===== config.mk =====
export PLATFORM = sky130hd
export DESIGN_NAME = hsv_core_flush_ctrl
export DESIGN_NICKNAME = d
export VERILOG_FILES = /design/src/rtl/hsv_core_pkg.sv /design/src/rtl/hsv_core_flush_watchdog.sv /design/src/rtl/hsv_core_flush_ctrl.sv
export SDC_FILE = /design/constraint.sdc
export NUM_CORES = 1
export LEC_CHECK = 0
export ABC_AREA = 1
export BUFFER_PORTS_ARGS = -buffer_cell sky130_fd_sc_hd__buf_2
export CAP_MARGIN = 20
export CORE_MARGIN = 2
export CORE_UTILIZATION = 30
export DETAILED_ROUTE_END_ITERATION = 16
export GPL_TIMING_DRIVEN = 0
export PLACE_DENSITY_LB_ADDON = 0.25
export SLEW_MARGIN = 30
export SYNTH_ARGS = -nofsm -noshare
export SYNTH_HDL_FRONTEND = slang
export SYNTH_SLANG_ARGS = --single-unit

===== constraint.sdc =====
create_clock -name clk_core -period 1.9 [get_ports clk_core]
set_input_delay 0.19 -clock clk_core [delete_from_list [all_inputs] [get_ports clk_core]]
set_output_delay 0.19 -clock clk_core [all_outputs]
set_load 0.05 [all_outputs]

===== src/rtl/hsv_core_pkg.sv =====
// Shared types and defaults for the core flush sequencer.
package hsv_core_pkg;

    typedef enum logic [1:0] {
        IDLE  = 2'd0,
        ENTER = 2'd1,
        HOLD  = 2'd2,
        EXIT  = 2'd3
    } flush_state_t;

    // Default number of execution units taking part in a flush.
    localparam int HSV_N_EXEC_UNITS = 6;

    // States in which the broadcast request is asserted.
    function automatic logic is_req_state(input flush_state_t s);
        return (s == ENTER) || (s == HOLD);
    endfunction

    // Watchdog counter width: at least 8 bits, wider for large limits.
    function automatic int wd_cnt_width(input int limit);
        return (limit > 255) ? $clog2(limit + 1) : 8;
    endfunction

endpackage


===== src/rtl/hsv_core_flush_watchdog.sv =====
// Flush watchdog: counts cycles spent waiting for acks in ENTER/EXIT and
// records which units were lagging when the limit is reached. The flag is
// sticky until reset; the FSM is never forced out of its wait.
module hsv_core_flush_watchdog
    import hsv_core_pkg::*;
#(
    parameter int N_UNITS        = HSV_N_EXEC_UNITS,
    parameter int TIMEOUT_CYCLES = 255
) (
    input  logic               clk_core,
    input  logic               rst_core_n,
    input  flush_state_t       state,
    input  flush_state_t       state_next,
    input  logic [N_UNITS-1:0] flush_ack,
    output logic               timeout,
    output logic [N_UNITS-1:0] stuck_mask
);

    localparam int                CNT_W   = wd_cnt_width(TIMEOUT_CYCLES);
    localparam logic [CNT_W-1:0]  FIRE_AT = CNT_W'(TIMEOUT_CYCLES - 1);
    localparam logic [CNT_W-1:0]  LIMIT   = CNT_W'(TIMEOUT_CYCLES);

    logic [CNT_W-1:0]   cnt_reg;
    logic [CNT_W-1:0]   cnt_next;
    logic               timeout_reg;
    logic [N_UNITS-1:0] mask_reg;
    logic [N_UNITS-1:0] lagging;
    logic               waiting;
    logic               staying;
    logic               fire;

    assign waiting = (state == ENTER) || (state == EXIT);
    assign staying = (state_next == state);
    // The limit is reached on the edge where the counter would step onto it.
    assign fire    = waiting && staying && (cnt_reg == FIRE_AT);

    // A unit lags if it has not yet followed req: still 0 in ENTER, still 1 in EXIT.
    for (genvar gi = 0; gi < N_UNITS; gi++) begin : g_lag
        assign lagging[gi] = (state == ENTER) ? ~flush_ack[gi] : flush_ack[gi];
    end

    // Counter clears on any state change and saturates so each wait fires once.
    always_comb begin
        cnt_next = cnt_reg;
        if (!waiting || !staying) begin
            cnt_next = '0;
        end else if (cnt_reg != LIMIT) begin
            cnt_next = cnt_reg + CNT_W'(1);
        end
    end

    // Counter, sticky flag and lagging-unit capture.
    always_ff @(posedge clk_core or negedge rst_core_n) begin
        if (!rst_core_n) begin
            cnt_reg     <= '0;
            timeout_reg <= 1'b0;
            mask_reg    <= '0;
        end else begin
            cnt_reg <= cnt_next;
            if (fire) begin
                timeout_reg <= 1'b1;
                mask_reg    <= lagging;
            end
        end
    end

    assign timeout    = timeout_reg;
    assign stuck_mask = mask_reg;

endmodule


===== src/rtl/hsv_core_flush_ctrl.sv =====
// Core-wide flush req/ack sequencer. Broadcasts flush_req, collects every
// unit's flush_ack and enforces the IDLE->ENTER->HOLD->EXIT ordering.
// Reset lands in ENTER so the pipeline is flushed after every reset.
// Optional watchdog: define HSV_CORE_FLUSH_TIMEOUT_EN.
module hsv_core_flush_ctrl
    import hsv_core_pkg::*;
#(
    parameter int N_UNITS        = HSV_N_EXEC_UNITS,
    parameter int HOLD_CYCLES    = 1,
    parameter int TIMEOUT_CYCLES = 255
) (
    input  logic               clk_core,
    input  logic               rst_core_n,
    input  logic               start_i,
    output logic               flush_req,
    input  logic [N_UNITS-1:0] flush_ack,
    output logic               busy_o,
    output logic               done_o,
    output logic               flush_timeout_o,
    output logic [N_UNITS-1:0] stuck_mask_o
);

    localparam logic [7:0] HOLD_LOAD = 8'(HOLD_CYCLES - 1);

    flush_state_t state_reg;
    flush_state_t state_next;
    logic [7:0]   hold_reg;
    logic [7:0]   hold_next;
    logic         pending_reg;
    logic         pending_next;
    logic         req_reg;
    logic         busy_reg;
    logic         done_reg;

    // Next-state logic; acks are only looked at while waiting in ENTER/EXIT.
    always_comb begin
        state_next   = state_reg;
        hold_next    = hold_reg;
        pending_next = pending_reg;
        case (state_reg)
            IDLE: begin
                if (start_i || pending_reg) begin
                    state_next   = ENTER;
                    pending_next = 1'b0;
                end
            end
            ENTER: begin
                // start_i here is absorbed by the flush already running.
                if (&flush_ack) begin
                    state_next = HOLD;
                    hold_next  = HOLD_LOAD;
                end
            end
            HOLD: begin
                if (hold_reg == 8'd0) begin
                    state_next = EXIT;
                end else begin
                    hold_next = hold_reg - 8'd1;
                end
            end
            EXIT: begin
                // A request arriving while exiting is remembered, not dropped.
                if (start_i) begin
                    pending_next = 1'b1;
                end
                if (~|flush_ack) begin
                    state_next = IDLE;
                end
            end
            default: state_next = ENTER;
        endcase
    end

    // State and registered outputs; all outputs come straight from flops.
    always_ff @(posedge clk_core or negedge rst_core_n) begin
        if (!rst_core_n) begin
            state_reg   <= ENTER;
            hold_reg    <= '0;
            pending_reg <= 1'b0;
            req_reg     <= 1'b1;
            busy_reg    <= 1'b1;
            done_reg    <= 1'b0;
        end else begin
            state_reg   <= state_next;
            hold_reg    <= hold_next;
            pending_reg <= pending_next;
            req_reg     <= is_req_state(state_next);
            busy_reg    <= (state_next != IDLE);
            done_reg    <= (state_reg == EXIT) && (state_next == IDLE);
        end
    end

    assign flush_req = req_reg;
    assign busy_o    = busy_reg;
    assign done_o    = done_reg;

`ifdef HSV_CORE_FLUSH_TIMEOUT_EN
    hsv_core_flush_watchdog #(
        .N_UNITS        (N_UNITS),
        .TIMEOUT_CYCLES (TIMEOUT_CYCLES)
    ) u_watchdog (
        .clk_core   (clk_core),
        .rst_core_n (rst_core_n),
        .state      (state_reg),
        .state_next (state_next),
        .flush_ack  (flush_ack),
        .timeout    (flush_timeout_o),
        .stuck_mask (stuck_mask_o)
    );
`else
    assign flush_timeout_o = 1'b0;
    assign stuck_mask_o    = '0;
`endif

endmodule

-- Yosys cells after proc, flatten, opt, wreduce, memory -nomap -nowiden
Cells that the tools add are included.
- add/subtract/negate cells: 1
- $mul: 0
- divide/modulo/power cells: 0
- magnitude comparators: 0
- equality and inequality tests: 9
- shift operators: 0
- multiplexer cells: 11
- bitwise gates (word level): 0
- reductions and logical operators: 13
- operators by type and width (kind ; count):
    $mux W8 ; 2
    $pmux W8 S2 ; 1
    $logic_not A8 Y1 ; 1
    $mux W2 ; 4
    $ne A2 B2 Y1 const B ; 4
    $pmux W2 S4 ; 1
    $sub A8 B1 Y8 const B ; 1
    $eq A2 B2 Y1 const B ; 3
    $reduce_and A3 Y1 ; 2
    $reduce_and A6 Y1 ; 1
    $reduce_bool A2 Y1 ; 3
    $reduce_or A6 Y1 ; 1
    $eq A2 B1 Y1 const B ; 2
    $logic_not A2 Y1 ; 2
    $logic_or A1 B1 Y1 ; 2
    $mux W1 ; 2
    $pmux W1 S2 ; 1
    $logic_and A1 B1 Y1 ; 1
- register bits after elaboration: 14
- bits in latches: 0
- memory bits (writable): 0
- ROM bits: 0
- bits of input ports: 9
- output and inout port bits: 10
- logic and storage cells: 40
- memories kept: 0

-- Depth between registers and ports, before layout
- depth in word-level cells: 5
- mapped depth: 11
- gate-level depth less buffers: 11

-- Worst setup path before layout
OpenSTA, ideal clock, no wires.
- path type: register to register
- start: reg hold_reg[0]
- end: reg done_reg, in the netlist done_o
- library setup time: 0.115 ns
- data arrival time: 1.501 ns
- data required time: 1.785 ns
- path slack: 0.284 ns
- cell stages (with the launch flop): 12
- path buffers: 0
- period minus slack after synthesis: 1.616 ns
- cells stage by stage: dfrtp_1 > inv_2 > ha_1 > nor3b_4 > nand2_2 > nand2_1 > nand2_1 > nand3b_2 > inv_2 > ha_1 > inv_1 > nor2_1
- cells in the longest elaborated chain, start to end: 5
- ends and longest elaborated chain (what ; RTL line ; RTL):
    start, declared ; hsv_core_flush_ctrl.sv:27 ; logic [7:0] hold_reg;
    start signal, assigned ; hsv_core_flush_ctrl.sv:85 ; hold_reg <= hold_next;
    $logic_not A8 Y1 ; hsv_core_flush_ctrl.sv:55 ; if (hold_reg == 8'd0) begin
    $mux W2 ; hsv_core_flush_ctrl.sv:55 ;
    $pmux W2 S4 ; hsv_core_flush_ctrl.sv:40 ; case (state_reg)
    net state_next[0] ; hsv_core_flush_ctrl.sv:26 ; flush_state_t state_next;
    $logic_not A2 Y1 ; hsv_core_flush_ctrl.sv:89 ; done_reg <= (state_reg == EXIT) && (state_next == IDLE);
    $logic_and A1 B1 Y1 ; hsv_core_flush_ctrl.sv:89 ;
    end signal, assigned ; hsv_core_flush_ctrl.sv:89 ;
    end, declared ; hsv_core_flush_ctrl.sv:33 ; logic done_reg;
The timed path passes the listed nets, and every way through them passes these cells.
A chain may end at the register's enable or synchronous reset.

-- Final worst setup path
Ends and elaborated chain as after synthesis.

==> impl_metrics.tcl <==
set metrics [dict create \
    whs_ps 127 \
    worstPathRequired_ps 2090 \
    grt_overflow 0 \
    diodes 0 \
    cts_buffer_depth 2 \
    synth_top_area_share_pct 29.6 \
    hp-class "in2reg" \
    cts_tree "yes" \
    via_count 778 \
    timing.rr.end "done_o" \
    cts-root-buf "clkbuf_4" \
    avgSynthCellArea_um2 7.69 \
    largest_register_ffs 8 \
    ios 19 \
    period_needed_ps 1730 \
    crit_fanout 6 \
    drcViolationCount 0 \
    die_h_um 59.7 \
    ant_nets 0 \
    hold_viol 0 \
    drive_above_1_share_pct 31.5 \
    ys_warn_count 0 \
    cap_violations 0 \
    hold_start "start_i" \
    nNetsFinal 155 \
    yosys.area.top_type "dfrtp_1" \
    syn-instance-count 121 \
    core_area_um2 3000 \
    holdPathEnd "pending_reg" \
    grt.total_usage_pct 11.3 \
    r2r_cells 11 \
    dr.pass1.iters 4 \
    period_share_pct 91.1 \
    drt_iter0_markers 35 \
    synth_cell_type_count 26 \
    fill_cells 318 \
    r2r_slack_ps 170 \
    rsz0062_at_grt "no" \
    start_util_pct 31.0 \
    setup_viol 0 \
    die_w_um 59.7 \
    crit_type "reg2reg" \
    layout_common_cells "28 x nand2_1, 17 x nor2_1, 12 x inv_1, 12 x nand3_1" \
    wl_per_cell_um 9.36 \
    startpoint_type "flop" \
    endpoint_kind "flop" \
    multi_input_area_um2 485 \
    hold_depth 3 \
    gp_congestion 0.776 \
    clkSlewWorstSetupHoldPaths_ps 90 \
    wirelength_um 1650 \
    setup_tns_ps 0 \
    cts_max_level 1 \
    leakage_uw 0.000601 \
    ys_seq_area_share_pct 38.0 \
    antenna_found_initial 0 \
    grt_max_degree 15 \
    timing.rr.start "hold_reg[0]" \
    grt_pass1_vias 739 \
    die_area_um2 3560 \
    clock-sinks 14 \
    p_per_area_nw_per_um2 1630 \
    synth_area_um2 931 \
    slew_viol_final 0 \
    status "finished, final reports clean" \
    grt_pass1_wl_um 3030 \
    ys_ff_latch 14 \
    finClkSkew_ps 5.73 \
    dpl.hpwl_um 1340 \
    cts_buffers 3 \
    regArea_um2 354 \
    via_per_inst 4.42 \
    insertion_delay_ps 290 \
    peakVddDrop_mv 0.344 \
    cp.arrival_ps 1920 \
    synth_area_leaders "dfrtp_1 30%, nand2_1 11%, dfstp_2 8.5%" \
    fmax_ghz 0.578 \
    row_count 20 \
    port_buffers 11 \
    syn_to_final_growth_pct 18.0 \
    final_common_cell "nand2_1" \
]
[per-stage QoR]
| step | instances | utilization [%] | setup WS, ps | instance area, um^2 | power, uW |
|---|---|---|---|---|---|
| 4_1_cts | 176 | 36.5 | 120 | 1100 | 1810 |
| 3_3_place_gp | 171 | 35.0 | 160 | 1050 | 1560 |
| 5_1_grt | 176 | 36.6 | 2.40 | 1100 | 1990 |
| 3_5_place_dp | 171 | 35.0 | 134 | 1050 | 1580 |
| 6_report | 176 | 36.6 | 169 | 1100 | 1800 |
| 2_1_floorplan | 127 | - | 284 | 953 | 1400 |
[critical path: stages, from the launching register on]
cell and delay (ps):
dfrtp_1 380, inv_2 110, ha_2 230, nor3b_4 220, nand2_2 130, nand2_1 90, nand2_1 60, nand3b_2 90
inv_2 30, ha_1 180, inv_1 70, nor2_1 40
[Yosys cell counts, drive strengths merged]
cell,count
inv,17
nand3b,1
nand4,3
nor3b,1
nand2,32
ha,2
o21a,1
dfrtp,11
o21ai,3
dfstp,3
nor2,21
o31ai,1
conb,1
xor2,2
nor3,1
nand3,14
buf,7
[layout make-up]
type	count	area share, %
buffer	7	4.78
clock buffer	4	3.30
inverter	17	5.81
multi-input combinational	89	44.2
sequential	14	32.2
tap	33	3.76
timing repair buffer	12	5.92
[worst max-delay path by stage]
| stage | to | slack, ps | cells past startpoint | startpoint |
|---|---|---|---|---|
| after global routing | done_o | 2 | 11 | hold_reg[0] |
| after global placement | done_o | 160 | 11 | hold_reg[0] |
| after floorplan | done_o | 280 | 11 | hold_reg[0] |
| after detailed placement | done_o | 130 | 11 | hold_reg[0] |
| final | done_o | 170 | 11 | hold_reg[0] |
| after CTS | done_o | 120 | 11 | hold_reg[0] |
[power by group]
| part | switching (uW) | internal, uW | total (uW) |
|---|---|---|---|
| Combinational | 607 | 355 | 962 |
| Sequential | 149 | 460 | 608 |
| Clock | 109 | 117 | 226 |
| Total | 865 | 931 | 1800 |
[cell families (layout without fill, tap and decap cells)]
logic type               count (synthesis)  in the layout  share of synthesized area, %
AND/OR/NAND/NOR                         73             73                          40.9
buffers and inverters                   24             40                          12.5
flip-flops                              14             14                          38.0
AO/OA/AOI/OAI                            5              5                          3.63
adder cells (fa/ha/maj)                  2              2                          2.69
XOR/XNOR                                 2              2                          1.88
other                                    1              7                         0.403
[metal layers]
metal  share of wire (%)  global-route usage, %  wire length, um  vias up
li1                    -                      -                -      410
met2                  50                   18.8              828       16
met5                   0                      0                0        -
met4                 2.7                   6.67               44        0
met3                 2.9                   1.30               47        4
met1                  44                   14.1              727      348
[what timing repair did]
item | CTS | global route
setup buffers | 0 | 0
resized for setup | 0 | 1
endpoints found under the hold margin | 11 | 0
setup endpoints to repair | 0 | 1
hold buffers | 1 | 0
Power figures use the tool's default switching activity.
